[src/rtl/sm_pkg.sv]
// rtl/sm_pkg.sv - shared types and sign-magnitude helpers for the accumulator
//
// Purpose: FSM state type, -0 canonicalisation and the saturated-magnitude
//          constant used by sm_accumulator.
// Ports:   none (package).
package sm_pkg;

    // Widest operand the helpers handle; callers zero-extend into this width.
    localparam int SM_MAX_W = 32;

    typedef enum logic [0:0] {
        ST_ACC  = 1'b0,
        ST_DONE = 1'b1
    } sm_state_e;

    // Maps a zero-magnitude value (+0 or -0) to all zeros; other values pass.
    // Only the low 'width' bits of value are meaningful.
    function automatic logic [SM_MAX_W-1:0] sm_canon(input logic [SM_MAX_W-1:0] value,
                                                     input int width);
        logic [SM_MAX_W-1:0] mag_mask;
        mag_mask = (SM_MAX_W'(1) << (width - 1)) - SM_MAX_W'(1);
        if ((value & mag_mask) == '0) begin
            return '0;
        end
        return value;
    endfunction

    // All-ones magnitude field (width-1 ones) for a 'width'-bit operand.
    function automatic logic [SM_MAX_W-1:0] sm_sat_mag(input int width);
        return (SM_MAX_W'(1) << (width - 1)) - SM_MAX_W'(1);
    endfunction

endpackage

[src/rtl/true_form_adder.sv]
// rtl/true_form_adder.sv - combinational sign-magnitude (true-form) adder
//
// Purpose: adds two sign-magnitude operands.
// Ports:   a, b  in  WIDTH  operands, sign in MSB
//          sum   out WIDTH  result; an exact cancellation may carry either sign
//          of    out 1      magnitude carry out on a same-sign add
module true_form_adder #(
    parameter int WIDTH = 4
) (
    input  logic [WIDTH-1:0] a,
    input  logic [WIDTH-1:0] b,
    output logic [WIDTH-1:0] sum,
    output logic             of
);

    logic             sa;
    logic             sb;
    logic [WIDTH-2:0] ma;
    logic [WIDTH-2:0] mb;
    logic [WIDTH-1:0] mag_add;

    assign sa      = a[WIDTH-1];
    assign sb      = b[WIDTH-1];
    assign ma      = a[WIDTH-2:0];
    assign mb      = b[WIDTH-2:0];
    assign mag_add = {1'b0, ma} + {1'b0, mb};

    always_comb begin
        sum = '0;
        of  = 1'b0;
        if (sa == sb) begin
            sum = {sa, mag_add[WIDTH-2:0]};
            of  = mag_add[WIDTH-1];
        end else if (ma >= mb) begin
            // Larger magnitude sets the sign; a tie yields sign of a with zero magnitude.
            sum = {sa, ma - mb};
        end else begin
            sum = {sb, mb - ma};
        end
    end

endmodule

[src/rtl/sm_accumulator.sv]
// rtl/sm_accumulator.sv - frame-based sign-magnitude accumulator
//
// Purpose: sums a frame of sign-magnitude operands through true_form_adder,
//          saturating on overflow, and hands off sum/overflow/count per frame.
// Ports:   clk, rst_n                 clock, async active-low reset
//          in_valid/in_ready          operand handshake
//          in_data [WIDTH]            operand; in_last marks the frame end
//          out_valid/out_ready        result handshake
//          out_sum [WIDTH]            frame sum, never -0
//          out_of                     sticky overflow for the frame
//          out_count [COUNT_W]        operands accepted (saturating)
module sm_accumulator
    import sm_pkg::*;
#(
    parameter int WIDTH   = 4,
    parameter int COUNT_W = 8
) (
    input  logic               clk,
    input  logic               rst_n,
    input  logic               in_valid,
    output logic               in_ready,
    input  logic [WIDTH-1:0]   in_data,
    input  logic               in_last,
    output logic               out_valid,
    input  logic               out_ready,
    output logic [WIDTH-1:0]   out_sum,
    output logic               out_of,
    output logic [COUNT_W-1:0] out_count
);

    sm_state_e            state_q;
    sm_state_e            state_d;
    logic [WIDTH-1:0]     acc_q;
    logic [COUNT_W-1:0]   count_q;
    logic                 of_q;

    logic [WIDTH-1:0]     add_sum;
    logic                 add_of;
    logic                 accept;
    logic [WIDTH-1:0]     sat_val;
    logic [WIDTH-1:0]     pre_fix;
    logic [WIDTH-1:0]     acc_d;
    // Full-width helper results; only the low WIDTH bits carry meaning.
    logic [SM_MAX_W-1:0]  sat_mag_unused;
    logic [SM_MAX_W-1:0]  canon_full_unused;

    true_form_adder #(.WIDTH(WIDTH)) u_adder (
        .a   (acc_q),
        .b   (in_data),
        .sum (add_sum),
        .of  (add_of)
    );

    assign accept = in_valid & in_ready;

    // Overflow only occurs on same-sign adds, so in_data's sign is the true sign.
    assign sat_mag_unused    = sm_sat_mag(WIDTH);
    assign sat_val           = {in_data[WIDTH-1], sat_mag_unused[WIDTH-2:0]};
    assign pre_fix           = add_of ? sat_val : add_sum;
    assign canon_full_unused = sm_canon(SM_MAX_W'(pre_fix), WIDTH);
    assign acc_d             = canon_full_unused[WIDTH-1:0];

    always_comb begin
        state_d   = state_q;
        in_ready  = 1'b0;
        out_valid = 1'b0;
        case (state_q)
            ST_ACC: begin
                in_ready = 1'b1;
                if (in_valid && in_last) begin
                    state_d = ST_DONE;
                end
            end
            ST_DONE: begin
                out_valid = 1'b1;
                if (out_ready) begin
                    state_d = ST_ACC;
                end
            end
            default: state_d = ST_ACC;
        endcase
    end

    always_ff @(posedge clk or negedge rst_n) begin
        if (!rst_n) begin
            state_q <= ST_ACC;
            acc_q   <= '0;
            count_q <= '0;
            of_q    <= 1'b0;
        end else begin
            state_q <= state_d;
            if (accept) begin
                acc_q <= acc_d;
                of_q  <= of_q | add_of;
                if (count_q != '1) begin
                    count_q <= count_q + COUNT_W'(1);
                end
            end else if (out_valid && out_ready) begin
                acc_q   <= '0;
                count_q <= '0;
                of_q    <= 1'b0;
            end
        end
    end

    assign out_sum   = acc_q;
    assign out_of    = of_q;
    assign out_count = count_q;

endmodule

[config.mk]
export PLATFORM = sky130hd
export DESIGN_NAME = sm_accumulator
export DESIGN_NICKNAME = d
export VERILOG_FILES = /design/src/rtl/sm_pkg.sv /design/src/rtl/true_form_adder.sv /design/src/rtl/sm_accumulator.sv
export SDC_FILE = /design/constraint.sdc
export NUM_CORES = 1
export LEC_CHECK = 0
export BUFFER_PORTS_ARGS = -buffer_cell sky130_fd_sc_hd__clkbuf_2
export CORE_MARGIN = 5
export CORE_UTILIZATION = 52
export CTS_CLUSTER_SIZE = 40
export DETAILED_ROUTE_END_ITERATION = 6
export GPL_TIMING_DRIVEN = 0
export PLACE_DENSITY = 0.84
export SLEW_MARGIN = 20
export SYNTH_ARGS = -nofsm -noshare
export SYNTH_HDL_FRONTEND = slang
export SYNTH_SLANG_ARGS = --single-unit
[constraint.sdc]
create_clock -name clk -period 2 [get_ports clk]
set_input_delay 0.5 -clock clk [delete_from_list [all_inputs] [get_ports clk]]
set_output_delay 0.5 -clock clk [all_outputs]
set_load 0.02 [all_outputs]
# Word-level counts from Yosys, hierarchy flattened
# Cells that the tools add are included.
# totals
word_cells	43
inputBits	9
register_bits	14
output_inout_bits	15
# classes
n_lt_le_gt_ge	1
n_bitwise	3
add_sub_neg	4
n_reduce_logical	6
mux	19
eq_ne	5
# op_table
cell	count
zero test 32 bit	1
2-to-1 mux 4 bit	7
2-to-1 mux 8 bit	3
adder 8 x 1 -> 8 bit, second input constant	1
2-to-1 mux 1 bit	8
inequality test 4 bit, second input constant	2
inequality test 8 bit, second input constant	1
subtractor 3 bit	2
adder 3 x 3 -> 4 bit	1
greater-or-equal comparator 3 bit	1
AND reduction 3 bit	1
logical AND 1 bit	2
inequality test 2 x 1 -> 1 bit, second input constant	1
case mux 1 bit (2 select lines)	1
AND reduction 2 bit	1
nonzero test 2 bit	1
bitwise AND 1 bit	1
== test 1 bit	1
NOT 1 bit	1
bitwise OR 1 bit	1

# Longest topological paths before layout
# logic_depth
ltp_word	8
ltp_mapped	8
depth_no_buf	7

# By module
# A second synthesis with hierarchy kept.
# hier_totals
hier_cells	117
area_unflattened_um2	1139.8
# modules_own_cells
module	cells_each	area_each_um2	instances
sm_accumulator	76	769.5	1
true_form_adder	41	370.4	1

# Worst setup path after synthesis
# OpenSTA, ideal clock, no wires.
# synth_path
path_type	register to register
startpoint	reg acc_q[0], in the netlist out_sum[0]
endpoint	reg acc_q[3], in the netlist out_sum[3]
synth_period_minus_slack_ns	1.920
stages_incl_launch_ff	8
arrival_ns	1.789
setup_ns	0.131
slack_ns	0.080
cell_sequence	dfrtp_1 -> ha_1 -> inv_1 -> fa_1 -> nand2_1 -> or4_1 -> o21ai_1 -> a31oi_1
# synth_between
elab_chain_len	8
elab_cells_between_ends	15
cone_classes	add/sub: 3; order compare: 1; eq/ne: 2; mux: 7; reduce/logical: 2
# synth_lines
item	line	text
start, declared	sm_accumulator.sv:33	logic [WIDTH-1:0] acc_q;
start signal, assigned	sm_accumulator.sv:87	acc_q <= '0;
start signal, assigned	sm_accumulator.sv:93	acc_q <= acc_d;
start signal, assigned	sm_accumulator.sv:99	acc_q <= '0;
subtractor 3 bit (tied with other cells)	true_form_adder.sv:38	sum = {sb, mb - ma};
2-to-1 mux 4 bit	true_form_adder.sv:34	end else if (ma >= mb) begin
2-to-1 mux 4 bit	true_form_adder.sv:31	if (sa == sb) begin
2-to-1 mux 4 bit	sm_accumulator.sv:59	assign pre_fix = add_of ? sat_val : add_sum;
zero test 32 bit	sm_pkg.sv:22	if ((value & mag_mask) == '0) begin
2-to-1 mux 1 bit	sm_pkg.sv:22	
inequality test 4 bit (no line) / 2-to-1 mux 4 bit (equally long branches)	n/a	
AND reduction 3 bit (no line) / 2-to-1 mux 4 bit (equally long branches)	n/a	
# Parallel ways exist; a longest one is shown, timed or not. The select of a mux whose other input is x is not followed.
# A chain may end at the register's enable or synchronous reset.

# Worst setup path in the final report
# Same ends and word-level chain as after synthesis.

==> impl_metrics.tcl <==
set metrics [dict create \
    crit_fanout 4 \
    ios 24 \
    post-synth-top-count-cell "dfrtp_1" \
    endpoint_kind "register" \
    slowest_delay_ns 0.49 \
    setup_tns_ns 0 \
    synth-async-reset-ratio_pct 100 \
    first_pass_iters 4 \
    worstSetupPathType "register to register" \
    die_w_um 53.7 \
    initial_core_util_pct 56.2 \
    htreeDepth 1 \
    num_vias 852 \
    outcome "finished clean" \
    crit_cells 7 \
    grt_pass1_wl_um 3510 \
    setup_violations 0 \
    worstPathCellList "ha_1 > inv_1 > fa_1 > nand2_1 > or4_1 > o21ai_2 > a31oi_1" \
    cts_inserted_buffers 3 \
    tritoncts "done" \
    reg2reg_to "out_sum[3]" \
    synth_top_cell_by_area "dfrtp_1" \
    path_buf_inv 1 \
    cts_hold_buf 0 \
    placed_area_um2 1140 \
    vias_per_cell 5.36 \
    design_area_um2 1200 \
    clk_path_buf_depth 2 \
    r2r-start "out_sum[0]" \
    post-dp-hpwl_um 1680 \
    finalCritPeriodShare_pct 96.0 \
    wl_per_cell_um 13.2 \
    max-slew-margin-rel_pct 72.7 \
    setup_slack_ns 0.0805 \
    power.density_nw_per_um2 1270 \
    post-place-ws_ns -0.134 \
    wl_met3_um 108 \
    drc 0 \
    grt_overflow 0 \
    cts_root_buffer "clkbuf_4" \
    core_area_um2 1760 \
    drv_slew 0 \
    ff2ff_path_depth 7 \
    worst_pin_slew_ns 0.409 \
    routed_wl_um 2100 \
    drt_iter0_markers 15 \
    finClkSkew_ns 0.00203 \
    clkLatencyLatePin_ns 0.28 \
    required_ns 2.16 \
    path_clk_slew_ns 0.08 \
    antennaDiodeCount 0 \
    multiInputGateArea_um2 609 \
    syn-cell-area_um2 992 \
    ys_warn_count 0 \
    detail-route-antenna-nets 0 \
    numClockSinks 14 \
    synth_edf_count 0 \
    gp_congestion 0.817 \
    yosys-top-cells-count "dfrtp_1 (14), inv_1 (10), nand2_1 (9)" \
    fill_cells 157 \
    maxCapViolCount 0 \
    syn_avg_cell_area_um2 9.36 \
    syn_inst 106 \
    io_buffers 23 \
    fin_crit_ns 1.92 \
    seq_area_um2 352 \
    r2r_slack_ns 0.08 \
    die_h_um 53.7 \
    top_layer "met4" \
    die_area_um2 2880 \
    synth_fp_nets 126 \
    grt_pass1_vias 810 \
    wl_met2_um 1050 \
    cellLeakagePower_nw 0.581 \
    max_freq_mhz 521 \
    grt_max_degree 15 \
    num_rows 15 \
    area_delta_synth_final_pct 21.1 \
    met1_length_um 905 \
    nets 155 \
    arrival_ns 2.08 \
    grt_use_total_pct 16.6 \
    start_kind "register" \
    timing.final.hold_violations 0 \
    cp_slowest_cell "fa_1" \
    min_path_type "input pin to asynchronous set/reset pin" \
    synthTopCellsByArea "dfrtp_1 (35%), ha_1 (10%), fa_1 (6.1%), o21ai_0 (4.0%), inv_1 (3.8%)" \
    path_delay_family "adder cells" \
    yosysUniqueCellTypes 33 \
    ys_ff_latch 14 \
    vdd.ir_drop.worst_v 0.000733 \
    synth_ff_type "dfrtp_1" \
    synth_top_area_share_pct 35.3 \
    antenna_found_initial 0 \
    yosysSeqAreaShare_pct 35.3 \
    drive_above_1_share_pct 27.6 \
]
-- state kept, by name (all words and copies together) (netlist names) --
name / cells
out_of: 1
state_q: 1
out_sum: 4
out_count: 8
-- layout by cell type, fill, tap and decap left out, types with 2 or more instances in the layout --
cell type / instances
inv_1: 10
xnor2_1: 4
nand3_1: 6
dfrtp_1: 13
nand2b_1: 3
buf_4: 2
nand2_1: 9
o21ai_0: 8
nor3_1: 3
a21oi_1: 6
nor2b_1: 2
fa_1: 3
mux2i_1: 3
nor2_1: 6
ha_1: 8
clkbuf_4: 3
a31oi_1: 3
clkbuf_2: 23
-- timing repair --
action | in CTS | in global routing
endpoints found under the setup margin | 0 | 2
resized for setup | 0 | 4
endpoints found under the hold margin | 0 | 0
buffers inserted | 0 | 1
-- where the power goes --
group,switching (mW),internal [mW]
clock,0.0902,0.111
sequential,0.108,0.370
combinational,0.505,0.339
total,0.704,0.820
-- cells by family (layout without fill, tap and decap cells) --
family / Yosys count / count (layout) / synth area share (%)
adders and majority gates: 11 / 11 / 16.1
muxes: 3 / 3 / 3.03
xor gates and xnor gates: 5 / 5 / 5.17
DFF: 14 / 14 / 35.3
AOI/OAI and AO/OA: 26 / 26 / 17.5
and+or+nand+nor: 35 / 35 / 17.8
buffers and inverters: 12 / 40 / 5.04
-- worst max-delay path by stage --
stage | start | end | slack [ns]
2_1_floorplan | out_sum[0] | out_sum[3] | 0.08
3_3_place_gp | in_data[2] | out_sum[3] | -0.08
3_5_place_dp | in_data[0] | out_sum[3] | -0.13
4_1_cts | out_sum[0] | out_sum[3] | 0.05
5_1_grt | out_sum[2] | out_sum[3] | -0.07
6_report | out_sum[0] | out_sum[3] | 0.08
-- metal layers --
layer | global-route usage (%) | vias up
met4 | 5.11 | 0
met5 | 0 | -
met1 | 19.6 | 400
met3 | 5.54 | 4
met2 | 28.2 | 20
li1 | - | 428
-- through the flow --
stage	hold slack, ns	total power, mW	utilization, %	instances
2_1_floorplan	0.204	1.03	-	106
3_3_place_gp	0.416	1.22	64.5	154
3_5_place_dp	0.418	1.27	64.5	154
4_1_cts	0.109	1.47	66.6	158
5_1_grt	0.113	1.66	68.1	159
6_report	0.105	1.52	68.1	159
-- cell type report --
type / count / area share [%]
well taps: 25 / 2.60
clock buffers: 4 / 3.02
flip-flops and latches: 14 / 29.3
repair buffers: 24 / 10.2
plain buffers: 2 / 1.04
inverters: 10 / 3.13
multi-input cells: 80 / 50.7
(Power assumes the default switching activity.)
